[src/rtl/hwpe_sel_ctrl.sv]
// hwpe_sel_ctrl: sequences HWPE selection/clock-enable switches behind idle and drain checks.
// Latency: OFF accept -> GAP next cycle; GAP lasts GAP_CYCLES; DRAIN exits the cycle after drained.
// Backpressure: req_ready is low in DRAIN/GAP; cfg_block is raised for the whole switch.
module hwpe_sel_ctrl #(
  parameter int N_HWPES         = 2,
  parameter int SEL_W           = (N_HWPES > 1) ? $clog2(N_HWPES) : 1,
  parameter int MAX_OUTSTANDING = 8,
  parameter int GAP_CYCLES      = 2
) (
  input  logic             clk_i,
  input  logic             rst_i,
  input  logic             req_valid_i,
  input  logic [SEL_W-1:0] req_sel_i,
  input  logic             req_en_i,
  output logic             req_ready_o,
  input  logic             hwpe_busy_i,
  input  logic             tcdm_req_i,
  input  logic             tcdm_gnt_i,
  input  logic             tcdm_r_valid_i,
  input  logic             cfg_req_i,
  input  logic             cfg_gnt_i,
  input  logic             cfg_r_valid_i,
  output logic             cfg_block_o,
  output logic             hwpe_en_o,
  output logic [SEL_W-1:0] hwpe_sel_o,
  output logic [1:0]       state_o,
  output logic             err_o
);

  localparam int CNT_W = $clog2(MAX_OUTSTANDING + 1);
  localparam int GAP_W = (GAP_CYCLES > 1) ? $clog2(GAP_CYCLES) : 1;
  localparam logic [CNT_W-1:0] CNT_MAX  = CNT_W'(MAX_OUTSTANDING);
  localparam logic [GAP_W-1:0] GAP_LOAD = GAP_W'(GAP_CYCLES - 1);
  localparam logic [SEL_W:0]   N_SEL    = (SEL_W + 1)'(N_HWPES);

  typedef enum logic [1:0] {
    ST_OFF   = 2'd0,
    ST_ON    = 2'd1,
    ST_DRAIN = 2'd2,
    ST_GAP   = 2'd3
  } state_e;

  state_e             state_q, state_d;
  logic [GAP_W-1:0]   gap_cnt;
  logic [SEL_W-1:0]   sel_q, sel_d;
  logic [SEL_W-1:0]   pend_sel;
  logic               pend_en;
  logic               load_pend;
  logic               en_q, en_d;
  logic               blk_q, blk_d;
  logic               err_q, err_d;
  logic [CNT_W-1:0]   tcdm_cnt, cfg_cnt;
  logic [CNT_W:0]     tcdm_nxt, cfg_nxt;

  logic accept, sel_ok, same_target, drained, gap_done;

  // Saturating outstanding counter step; MSB of the result flags an over/underflow.
  function automatic logic [CNT_W:0] cnt_step(input logic [CNT_W-1:0] cnt,
                                              input logic inc, input logic dec);
    logic [CNT_W:0] r;
    r = {1'b0, cnt};
    if (inc && !dec) begin
      if (cnt == CNT_MAX) r = {1'b1, cnt};
      else                r = {1'b0, cnt + 1'b1};
    end else if (dec && !inc) begin
      if (cnt == '0) r = {1'b1, cnt};
      else           r = {1'b0, cnt - 1'b1};
    end
    return r;
  endfunction

  assign tcdm_nxt = cnt_step(tcdm_cnt, tcdm_req_i && tcdm_gnt_i, tcdm_r_valid_i);
  assign cfg_nxt  = cnt_step(cfg_cnt, cfg_req_i && cfg_gnt_i, cfg_r_valid_i);

  assign req_ready_o = (state_q == ST_OFF) || (state_q == ST_ON);
  assign accept      = req_valid_i && req_ready_o;
  assign sel_ok      = {1'b0, req_sel_i} < N_SEL;
  assign same_target = (req_sel_i == sel_q) && req_en_i;
  // A request rising in the same cycle busy drops still counts as traffic.
  assign drained     = !hwpe_busy_i && (tcdm_cnt == '0) && (cfg_cnt == '0)
                       && !tcdm_req_i && !cfg_req_i;
  assign gap_done    = (gap_cnt == '0);

  // State register.
  always_ff @(posedge clk_i) begin
    if (rst_i) state_q <= ST_OFF;
    else       state_q <= state_d;
  end

  // Next-state decode; out-of-range selections never move the FSM.
  always_comb begin
    state_d = state_q;
    case (state_q)
      ST_OFF:   if (accept && sel_ok && req_en_i) state_d = ST_GAP;
      ST_ON:    if (accept && sel_ok && !same_target) state_d = ST_DRAIN;
      ST_DRAIN: if (drained) state_d = ST_GAP;
      ST_GAP:   if (gap_done) state_d = pend_en ? ST_ON : ST_OFF;
      default:  state_d = ST_OFF;
    endcase
  end

  // Output decode: next values of the registered controls.
  always_comb begin
    en_d      = (state_d == ST_ON) || (state_d == ST_DRAIN);
    blk_d     = (state_d == ST_DRAIN) || (state_d == ST_GAP);
    sel_d     = sel_q;
    load_pend = 1'b0;
    if (state_q == ST_OFF && accept && sel_ok) begin
      sel_d     = req_sel_i;
      load_pend = 1'b1;
    end
    if (state_q == ST_ON && accept && sel_ok && !same_target) load_pend = 1'b1;
    if (state_q == ST_DRAIN && drained) sel_d = pend_sel;
    err_d = err_q || tcdm_nxt[CNT_W] || cfg_nxt[CNT_W] || (accept && !sel_ok);
  end

  // Registered controls, pending target, gap timer and outstanding counters.
  always_ff @(posedge clk_i) begin
    if (rst_i) begin
      sel_q    <= '0;
      pend_sel <= '0;
      pend_en  <= 1'b0;
      en_q     <= 1'b0;
      blk_q    <= 1'b0;
      err_q    <= 1'b0;
      gap_cnt  <= '0;
      tcdm_cnt <= '0;
      cfg_cnt  <= '0;
    end else begin
      sel_q    <= sel_d;
      en_q     <= en_d;
      blk_q    <= blk_d;
      err_q    <= err_d;
      tcdm_cnt <= tcdm_nxt[CNT_W-1:0];
      cfg_cnt  <= cfg_nxt[CNT_W-1:0];
      if (load_pend) begin
        pend_sel <= req_sel_i;
        pend_en  <= req_en_i;
      end
      if (state_d == ST_GAP && state_q != ST_GAP) gap_cnt <= GAP_LOAD;
      else if (state_q == ST_GAP && !gap_done)   gap_cnt <= gap_cnt - 1'b1;
    end
  end

  assign hwpe_en_o   = en_q;
  assign hwpe_sel_o  = sel_q;
  assign cfg_block_o = blk_q;
  assign state_o     = state_q;
  assign err_o       = err_q;

endmodule

[config.mk]
export PLATFORM = sky130hd
export DESIGN_NAME = hwpe_sel_ctrl
export DESIGN_NICKNAME = d
export VERILOG_FILES = /design/src/rtl/hwpe_sel_ctrl.sv
export SDC_FILE = /design/constraint.sdc
export NUM_CORES = 1
export LEC_CHECK = 0
export CORE_ASPECT_RATIO = 0.75
export CORE_MARGIN = 2
export CORE_UTILIZATION = 50
export CTS_BUF_LIST = sky130_fd_sc_hd__clkbuf_2
export CTS_CLUSTER_DIAMETER = 30
export DETAILED_ROUTE_END_ITERATION = 10
export DONT_BUFFER_PORTS = 1
export GPL_TIMING_DRIVEN = 0
export SYNTH_ARGS = -nofsm -noshare
export SYNTH_HDL_FRONTEND = slang
export SYNTH_SLANG_ARGS = --single-unit
[constraint.sdc]
create_clock -name clk_i -period 2.35 [get_ports clk_i]
set_clock_uncertainty 0.05 [all_clocks]
set_input_delay 0.3525 -clock clk_i [delete_from_list [all_inputs] [get_ports clk_i]]
set_output_delay 0.3525 -clock clk_i [all_outputs]
set_load 0.02 [all_outputs]
==> flow_metrics.tcl <==
set metrics [dict create \
    status "completed" \
    fin_setup_tns_ps 0 \
    synth_common_cells "dfxtp_1, inv_1, nor2_1" \
    dpl.hpwl_um 1890 \
    syn_inst 148 \
    fin_crit_sh_pct 93.9 \
    ys_seq_area_share_pct 26.3 \
    p_leak_nw 0.527 \
    rsz0062_at_grt "no" \
    via_per_inst 5.45 \
    drive_gt1_share_pct 11.2 \
    cp_cell_sequence "inv_1 -> ha_1 -> nor3b_2 -> and4_1 -> a211oi_1 -> nor2_1 -> ha_1 -> nor2b_1" \
    grt_remaining_overflow 0 \
    cts_made_buffers 3 \
    synth_edf_count 0 \
    timing.final.ws_setup_ps 143 \
    seq_area_um2 320 \
    cts_setup_buffers 0 \
    period_needed_ps 2210 \
    synthArstFlopShare_pct 0 \
    switching_power_mw 0.299 \
    syn-cell-area_mm2 0.00122 \
    fillers 220 \
    clock_latency_ps 310 \
    antenna_left 0 \
    die_y_um 46.7 \
    cpMostUsedCell "ha_1" \
    start_util_pct 52.7 \
    synth_top_area_share_pct 26.3 \
    startpoint_type "flop" \
    cp_max_fo 7 \
    syn_avg_cell_area_um2 8.22 \
    setup_viol_count_final 0 \
    nets 174 \
    p_seq_share_pct 45.0 \
    clock_path_buffers 2 \
    hold_viol 0 \
    htreeDepth 1 \
    path_buf_inv 1 \
    stdcell_area_mm2 0.00128 \
    drtPass1Iterations 4 \
    die_w_um 61.0 \
    path_clk_slew_ps 180 \
    tightestPinTransition_ps 423 \
    cp_slowest_cell "dfxtp_1" \
    worst_path_largest_cell_delay_ps 440 \
    cts.sinks 16 \
    critPathTopFamily "simple AND/OR/NAND/NOR gates" \
    grtUsageTotal_pct 19.4 \
    port_buffers 0 \
    diodes 0 \
    area_growth_pct 5.04 \
    yosysWarningCount 0 \
    cts-resized-gates 0 \
    die-area_mm2 0.00285 \
    path_class "flop to flop" \
    sw_frac_of_total_pct 38.9 \
    fmaxAchievable_mhz 453 \
    power_density_mw_per_mm2 602 \
    multi_input_area_um2 762 \
    drv_cap 0 \
    cts_tree "yes" \
    cts_root_buf "clkbuf_2" \
    syn_nets 169 \
    synth_cell_types 43 \
    worst_setup_path_end_kind "flop" \
    grt_pass1_vias 919 \
    intPower_mw 0.471 \
    slew_violations 0 \
    wirelength_um 2440 \
    slew_headroom_pct 71.8 \
    wl_per_cell_um 13.1 \
    rows 15 \
    core_area_mm2 0.00231 \
    ys.flop_type "dfxtp_1" \
    vias 1014 \
    grt_pass1_wl_um 3990 \
    synth_top_cell_by_area "dfxtp_1" \
    gp_congestion 0.825 \
    peakVddDrop_mv 0.267 \
    worst_ep_required_time_ps 2510 \
    ios 19 \
    antenna_found_initial 0 \
    synth.most_common_cell "dfxtp_1" \
    min_path_type "input port to flop" \
    cp.arrival_ps 2370 \
    grt_max_degree 11 \
    drc 0 \
    power.share.clock_pct 17.4 \
    drt_iter0_drc 48 \
    combPwrFrac_pct 37.6 \
    synth_area_leaders "dfxtp_1, ha_1, a211oi_1" \
    post_dp_cell_area_mm2 0.00126 \
    synth_seq_cells 16 \
    holdBufCountCts 0 \
    fin_util_pct 55.3 \
    pre_cts_ws_ps 200 \
]
stage by stage:
step / hold WS (ps) / cells / power [mW]
4_1_cts: 132 / 186 / 0.775
3_3_place_gp: 396 / 182 / 0.635
6_report: 147 / 186 / 0.770
3_5_place_dp: 412 / 182 / 0.640
2_1_floorplan: 383 / 148 / 0.588
5_1_grt: 130 / 186 / 0.825
cells in the final DEF, fill, tap and decap left out, types with 2 or more instances in the layout:
| cell | n |
|---|---|
| o21ai_0 | 2 |
| nand3_1 | 3 |
| inv_1 | 15 |
| or3b_1 | 2 |
| mux2i_1 | 3 |
| a21oi_1 | 8 |
| nor3b_1 | 3 |
| nor4b_1 | 2 |
| a31oi_1 | 3 |
| nor3_1 | 6 |
| nor2b_2 | 2 |
| nor2_1 | 15 |
| and2_1 | 2 |
| or3_1 | 3 |
| xnor2_1 | 2 |
| clkbuf_2 | 4 |
| ha_1 | 9 |
| nand2_1 | 11 |
| a211oi_1 | 8 |
| buf_6 | 4 |
| o31ai_1 | 5 |
| buf_4 | 2 |
| nor2b_1 | 2 |
| dfxtp_1 | 16 |
final timing paths:
path                                 start          to  slack [ps]  cells past startpoint
worst max-delay path            cfg_cnt[0]   hwpe_en_o         140                      8
worst min-delay path              req_en_i     pend_en         150                      2
worst max register to register  cfg_cnt[0]   hwpe_en_o         140                      8
worst min register to register    pend_sel  hwpe_sel_o         430                      2
logic make-up (layout without fill, tap and decap cells):
logic type / count (synthesis) / after routing / synth area share (%)
compound gates: 36 / 36 / 21.0
flops: 16 / 16 / 26.3
xor+xnor: 4 / 4 / 3.50
fa+ha+maj: 9 / 9 / 9.26
mux: 5 / 5 / 4.32
buf+inv: 23 / 27 / 11.0
simple gates: 55 / 55 / 24.6
layout make-up:
cell class              instances  share of cell area [%]
plain buffers                   8                    6.07
well taps                      34                    3.33
inverters                      15                    4.41
clock buffers                   3                    1.18
clock inverters                 1                   0.294
flip-flops and latches         16                    25.1
multi-input cells             109                    59.6
power by group through the flow:
stage	clock network, mW	registers, mW	logic, mW
4_1_cts	0.140	0.346	0.289
3_5_place_dp	0	0.353	0.288
5_1_grt	0.149	0.351	0.326
3_3_place_gp	0	0.352	0.283
6_report	0.134	0.346	0.289
2_1_floorplan	0	0.346	0.242
per-layer routing:
layer	global-route usage [%]	routed length, um
met4	3.91	11
met1	27.0	1300
met3	6.46	101
met2	29.5	1030
met5	0	0
Power figures use the tool's default switching activity.
